==> src/rtl/mem_fill_unit.sv <==
// mem_fill_unit - cache line-fill engine.
//
// On a one-cycle miss pulse, issues a single burst read for the whole line,
// writes the returned beats into a line buffer, reports completion to the
// miss controller with a valid/ready handshake, and presents the assembled
// line plus the missed word to the array-update stage.
//
// Optional build macro: MEM_FILL_CWF_EN
//   defined   - critical word first: the burst starts at the missed word and
//               the memory wraps within the line.
//   undefined - burst starts at the line-aligned address.
//
// Ports:
//   clk, arst_n             clock, synchronous active-low reset
//   i_halt                  global stall, freezes all state
//   i_initiate_mem_req      miss-request pulse
//   i_miss_addr             missed word address, sampled with the pulse
//   i_mem_if_ready          miss controller accepts completion
//   o_mem_data_received     line complete, qualified by o_valid
//   o_mem_req_valid/addr    burst request to memory, i_mem_req_ready accepts
//   i_mem_rsp_valid/data    memory data beats, o_mem_rsp_ready accepts
//   o_line_addr             line-aligned address
//   o_line_data             assembled line, word k at [k*WORD_WIDTH +: WORD_WIDTH]
//   o_missed_word(_valid)   word at the missed offset and its capture flag
//
// state      | meaning
// -----------+------------------------------------------------
// ST_IDLE    | waiting for a miss pulse
// ST_REQ     | burst request presented to memory
// ST_COLLECT | accepting data beats into the line buffer
// ST_DONE    | completion reported, waiting for i_mem_if_ready
module mem_fill_unit #(
  parameter int ADDR_WIDTH     = 32,
  parameter int WORD_WIDTH     = 32,
  parameter int WORDS_PER_LINE = 4
) (
  input  logic                                 clk,
  input  logic                                 arst_n,
  input  logic                                 i_halt,
  input  logic                                 i_initiate_mem_req,
  input  logic [ADDR_WIDTH-1:0]                i_miss_addr,
  input  logic                                 i_mem_if_ready,
  output logic                                 o_mem_data_received,
  output logic                                 o_valid,
  output logic                                 o_mem_req_valid,
  output logic [ADDR_WIDTH-1:0]                o_mem_req_addr,
  input  logic                                 i_mem_req_ready,
  input  logic                                 i_mem_rsp_valid,
  input  logic [WORD_WIDTH-1:0]                i_mem_rsp_data,
  output logic                                 o_mem_rsp_ready,
  output logic [ADDR_WIDTH-1:0]                o_line_addr,
  output logic [WORDS_PER_LINE*WORD_WIDTH-1:0] o_line_data,
  output logic [WORD_WIDTH-1:0]                o_missed_word,
  output logic                                 o_missed_word_valid
);

  localparam int OFF = $clog2(WORDS_PER_LINE);

  localparam logic [1:0] ST_IDLE    = 2'd0;
  localparam logic [1:0] ST_REQ     = 2'd1;
  localparam logic [1:0] ST_COLLECT = 2'd2;
  localparam logic [1:0] ST_DONE    = 2'd3;

  localparam logic [OFF:0] LAST_CNT = (OFF+1)'(WORDS_PER_LINE - 1);

  logic [1:0]            state;
  logic [OFF:0]          count;
  logic [ADDR_WIDTH-1:0] addr_q;
  logic [WORD_WIDTH-1:0] line_buf [WORDS_PER_LINE];
  logic                  missed_valid_q;

  logic [OFF-1:0]        miss_off;
  logic [OFF-1:0]        start_off;
  logic [OFF-1:0]        slot;
  logic                  beat_acc;

  assign miss_off    = addr_q[OFF-1:0];
  assign o_line_addr = {addr_q[ADDR_WIDTH-1:OFF], {OFF{1'b0}}};

`ifdef MEM_FILL_CWF_EN
  assign start_off      = miss_off;
  assign o_mem_req_addr = addr_q;
`else
  assign start_off      = '0;
  assign o_mem_req_addr = o_line_addr;
`endif

  // Slot index wraps naturally in OFF bits, giving modulo-line addressing.
  assign slot = start_off + count[OFF-1:0];

  // Handshake strobes drop during halt so no transfer can happen while frozen.
  assign o_mem_req_valid     = (state == ST_REQ)     && !i_halt;
  assign o_mem_rsp_ready     = (state == ST_COLLECT) && !i_halt;
  assign beat_acc            = o_mem_rsp_ready && i_mem_rsp_valid;

  assign o_mem_data_received = (state == ST_DONE);
  assign o_valid             = (state == ST_DONE);
  assign o_missed_word_valid = missed_valid_q;
  assign o_missed_word       = line_buf[miss_off];

  for (genvar k = 0; k < WORDS_PER_LINE; k++) begin : g_line
    assign o_line_data[k*WORD_WIDTH +: WORD_WIDTH] = line_buf[k];
  end

  always_ff @(posedge clk) begin
    if (!arst_n) begin
      state          <= ST_IDLE;
      count          <= '0;
      addr_q         <= '0;
      missed_valid_q <= 1'b0;
      for (int k = 0; k < WORDS_PER_LINE; k++) begin
        line_buf[k] <= '0;
      end
    end else if (!i_halt) begin
      case (state)
        ST_IDLE: begin
          if (i_initiate_mem_req) begin
            addr_q         <= i_miss_addr;
            missed_valid_q <= 1'b0;
            count          <= '0;
            state          <= ST_REQ;
          end
        end
        ST_REQ: begin
          if (i_mem_req_ready) begin
            state <= ST_COLLECT;
          end
        end
        ST_COLLECT: begin
          if (beat_acc) begin
            line_buf[slot] <= i_mem_rsp_data;
            count          <= count + 1'b1;
            if (slot == miss_off) begin
              missed_valid_q <= 1'b1;
            end
            if (count == LAST_CNT) begin
              state <= ST_DONE;
            end
          end
        end
        ST_DONE: begin
          if (i_mem_if_ready) begin
            state <= ST_IDLE;
          end
        end
        default: state <= ST_IDLE;
      endcase
    end
  end

endmodule

==> config.mk <==
export PLATFORM = sky130hd
export DESIGN_NAME = mem_fill_unit
export DESIGN_NICKNAME = d
export VERILOG_FILES = /design/src/rtl/mem_fill_unit.sv
export SDC_FILE = /design/constraint.sdc
export NUM_CORES = 1
export LEC_CHECK = 0
export BUFFER_PORTS_ARGS = -buffer_cell sky130_fd_sc_hd__buf_2
export CAP_MARGIN = 20
export CORE_UTILIZATION = 35
export DETAILED_ROUTE_END_ITERATION = 6
export HOLD_SLACK_MARGIN = 0.12
export MAX_ROUTING_LAYER = met4
export PLACE_DENSITY = 0.62
export RECOVER_POWER = 100
export SLEW_MARGIN = 0
export SYNTH_ARGS = -nofsm -noshare
export SYNTH_HDL_FRONTEND = slang
export SYNTH_SLANG_ARGS = --single-unit
export TNS_END_PERCENT = 20
==> constraint.sdc <==
create_clock -name clk -period 4.6 [get_ports clk]
set_input_delay 0.69 -clock clk [delete_from_list [all_inputs] [get_ports clk]]
set_output_delay 0.69 -clock clk [all_outputs]
set_load 0.01 [all_outputs]
==> flow_metrics.py <==
metrics = {
    "outcome": {
        "status": "finished, violations left",
        "violations": "max-capacitance violations, max-slew violations",
    },
    "grt": {
        "antenna_found_initial": 0,
        "grt_max_degree": 38,
        "track_usage_pct": 16.82,
        "grt_pass1_vias": 4660,
        "grt_pass1_wl_um": 26730,
        "globalRoute.totalOverflow": 0,
    },
    "timing": {
        "setup_viol": 0,
        "hold_violations": 0,
        "slew_violations": 166,
        "final.setup_skew_ps": 12.94,
        "finalCritPeriodShare_pct": 73.58,
        "relSlewSlack_pct": -43.78,
        "rsz0062_at_grt": "false",
        "worstMarginPinSlew_ps": 2157,
        "fin_tns_setup_ps": 0,
        "fmax_ghz": 0.2954,
        "finalCriticalPeriod_ps": 3385,
    },
    "clock_network": {
        "cts_buffers": 17,
        "cts_tree": "done",
        "clockBufferDepth": 2,
        "clock_sinks": 168,
        "clock_latency_ps": 420,
        "path_clk_slew_ps": 70,
        "cts_resized": 0,
        "cts-hold-fix-buffers": 0,
        "cts_setup_buffers": 0,
        "cts_root_buf": "clkbuf_16",
        "cts_htree_levels": 4,
    },
    "power_and_ir_drop": {
        "power_density_nw_per_um2": 382.7,
        "combPwrFrac_pct": 9.5,
        "p_sw_share_pct": 24.80,
        "ir_worst_vdd_mv": 0.2174,
        "p_switching_w": 0.0008700,
        "power_frac_seq_pct": 49.9,
        "p_leak_nw": 3.255,
        "p_int_w": 0.002638,
        "p_clk_share_pct": 40.6,
    },
    "critical_path": {
        "path_buf_inv": 2,
        "cp.depth": 7,
        "worstReg2RegEnd": "line_buf[1][29]$_SDFFCE_PN0P_",
        "path_class": "flip-flop to flip-flop",
        "cp_max_fo": 33,
        "r2r_start": "state[0]$_SDFFE_PN0P_",
        "critPathSlowestCell": "nand2b_1",
        "reg2reg_depth": 7,
        "cp.arrival_ps": 3390,
        "cp-start-kind": "flip-flop",
        "path_delay_family": "simple AND/OR/NAND/NOR gates",
        "end_kind": "flip-flop",
        "r2r_slack_ps": 1220,
        "crit_chain": "inv_1, ha_1, and2b_1, nand3_1, nor3b_1, buf_4, nand2b_1",
        "cp_data_required_time_ps": 4600,
        "cp_slowest_stage_delay_ps": 1290,
    },
    "routing": {
        "drt-initial-drc-count": 252,
        "route.detailed.drc": 0,
        "viasPerCell": 4.680,
        "dr.pass1.iters": 4,
        "ant_nets": 0,
        "via_count": 5125,
        "wl_um": 18330,
        "avgRoutedWirePerCell_um": 16.74,
    },
    "die": {
        "io_pins": 300,
        "die-area_um2": 22280,
        "die_h_um": 149.3,
        "core_area_um2": 21150,
        "start_util_pct": 35.89,
        "fp-row-count": 53,
        "die_w_um": 149.3,
    },
    "finish": {
        "synthToLayoutAreaGrowth_pct": 20.75,
        "instances_no_fill": 1095,
        "drive_gt1_share_pct": 17.70,
        "num-fill-cells": 2077,
        "final_nets": 884,
    },
    "logic_synthesis": {
        "synth_area_um2": 7592,
        "ys_warn_count": 0,
        "postSynth.asyncResetShare_pct": 0,
        "ys_ff_latch": 168,
        "synthFlopType": "edfxtp_1",
        "ys_types": 39,
        "synth_fa_ha_area_share_pct": 0.9888,
        "synthMuxAreaShare_pct": 9.624,
        "synth_xor_area_share_pct": 0.2307,
        "synth_top_cell_area_share_pct": 50.63,
        "synth_compound_area_share_pct": 2.851,
        "syn_inst": 576,
        "synthSimpleGateAreaFrac_pct": 16.41,
        "synth_top_family_by_area": "simple AND/OR/NAND/NOR gates",
        "synth_common_cells": "and2_1 (128), edfxtp_1 (128), nand2_1 (69), buf_4 (65), dfxtp_1 (40)",
        "seq_area_frac_synth_pct": 61.17,
        "netlist_top_cells_area": "edfxtp_1 (51%), and2_1 (11%), dfxtp_1 (11%)",
        "avgSynthCellArea_um2": 13.18,
        "synth_edf_count": 128,
        "yosysTopAreaCell": "edfxtp_1",
    },
    "worst_hold_path": {
        "hp-class": "flip-flop to flip-flop",
        "min_from": "addr_q[30]$_SDFFE_PN0P_",
        "holdPathStages": 2,
        "holdPathEnd": "addr_q[30]$_SDFFE_PN0P_",
    },
    "job": {
        "maxCapViolCount": 5,
    },
    "placement": {
        "hpwl_um": 12890,
        "dp.cells": 1062,
        "port-buffer-count": 295,
        "gp_congestion": 0.8075,
    },
}
layer usage:
metal | global-route usage (%) | wire length, µm | vias up
met5 | - | 0 | -
met4 | 4.898 | 156 | 0
met3 | 3.670 | 1290 | 13
met2 | 28.00 | 9063 | 266
met1 | 20.46 | 7814 | 2449
li1 | - | - | 2397
how the worst max path moves through the flow:
stage                               start                       endpoint  slack (ps)
global route        state[0]$_SDFFE_PN0P_  line_buf[1][29]$_SDFFCE_PN0P_         830
finish              state[0]$_SDFFE_PN0P_  line_buf[1][29]$_SDFFCE_PN0P_        1220
global placement                   i_halt  line_buf[1][16]$_SDFFCE_PN0P_        1660
CTS                             flip-flop               o_missed_word[7]        1560
detailed placement                 i_halt  line_buf[1][17]$_SDFFCE_PN0P_        1580
floorplan                          i_halt   line_buf[2][0]$_SDFFCE_PN0P_         890
cell families (layout without fill, tap and decap cells):
| family | Yosys count | in the layout |
|---|---|---|
| and+or+nand+nor | 224 | 224 |
| DFF | 168 | 168 |
| buffers and inverters | 101 | 341 |
| AOI/OAI and AO/OA | 41 | 41 |
| muxes | 33 | 33 |
| adders and majority gates | 6 | 6 |
| xor gates and xnor gates | 2 | 2 |
| other | 1 | 5 |
placed cells by master (no fill, tap or decap), types with 2 or more instances in the layout:
master	count
bufinv_16	2
mux4_2	32
inv_1	5
nor3_1	2
and2_1	73
xnor2_1	2
ha_1	6
buf_4	2
inv_6	5
buf_2	71
clkbuf_1	230
edfxtp_1	128
conb_1	4
nand3_1	2
inv_8	2
nand3b_1	2
nor2_1	6
clkbuf_16	18
and2_0	55
nor2_2	2
dfxtp_1	39
nor2b_1	2
a21oi_1	35
nand2b_1	3
clkinvlp_4	4
nand2_1	69
o21ai_4	2
state kept, by name, indices dropped and copies added, names as in the netlist, named ones only:
| register | count |
|---|---|
| state | 2 |
| line_buf | 128 |
| count | 3 |
| addr_q | 32 |
| o_missed_word_valid | 1 |
worst min-delay path, cell delays in order, from the launching register on:
cell     delay, ps
dfxtp_1        320
nand2_1         50
a21oi_1         50
layout make-up:
cell class	instances	area [µm²]	area share [%]
antenna	1	2.502	0.02730
clock buffer	17	425.4	4.640
clock inverter	14	161.4	1.761
inverter	6	22.52	0.2457
multi-input combinational	310	2307	25.17
sequential	168	4646	50.68
tap	275	344.1	3.753
timing repair buffer	304	1259	13.73
power by group through the flow:
stage | sequential (W) | clock [W] | combinational (W)
after floorplan | 0.00178 | 0 | 0.000230
after detailed placement | 0.00178 | 0 | 0.000366
after global routing | 0.00176 | 0.00152 | 0.000369
final | 0.00175 | 0.00143 | 0.000334
after CTS | 0.00175 | 0.00146 | 0.000366
after global placement | 0.00178 | 0 | 0.000364
metrics by stage:
stage / hold slack (ps) / util, % / area, µm² / power (W) / setup WS, ps
2_1_floorplan: 450.1 / - / 7604 / 0.002009 / 889.0
3_3_place_gp: 455.0 / 42.01 / 8887 / 0.002143 / 1655
3_5_place_dp: 458.5 / 42.01 / 8887 / 0.002146 / 1585
4_1_cts: 470.1 / 44.79 / 9474 / 0.003570 / 1557
5_1_grt: 484.4 / 43.33 / 9165 / 0.003644 / 832.8
6_report: 473.0 / 43.34 / 9168 / 0.003508 / 1215
Note: power is estimated with default switching activity, not from simulation.
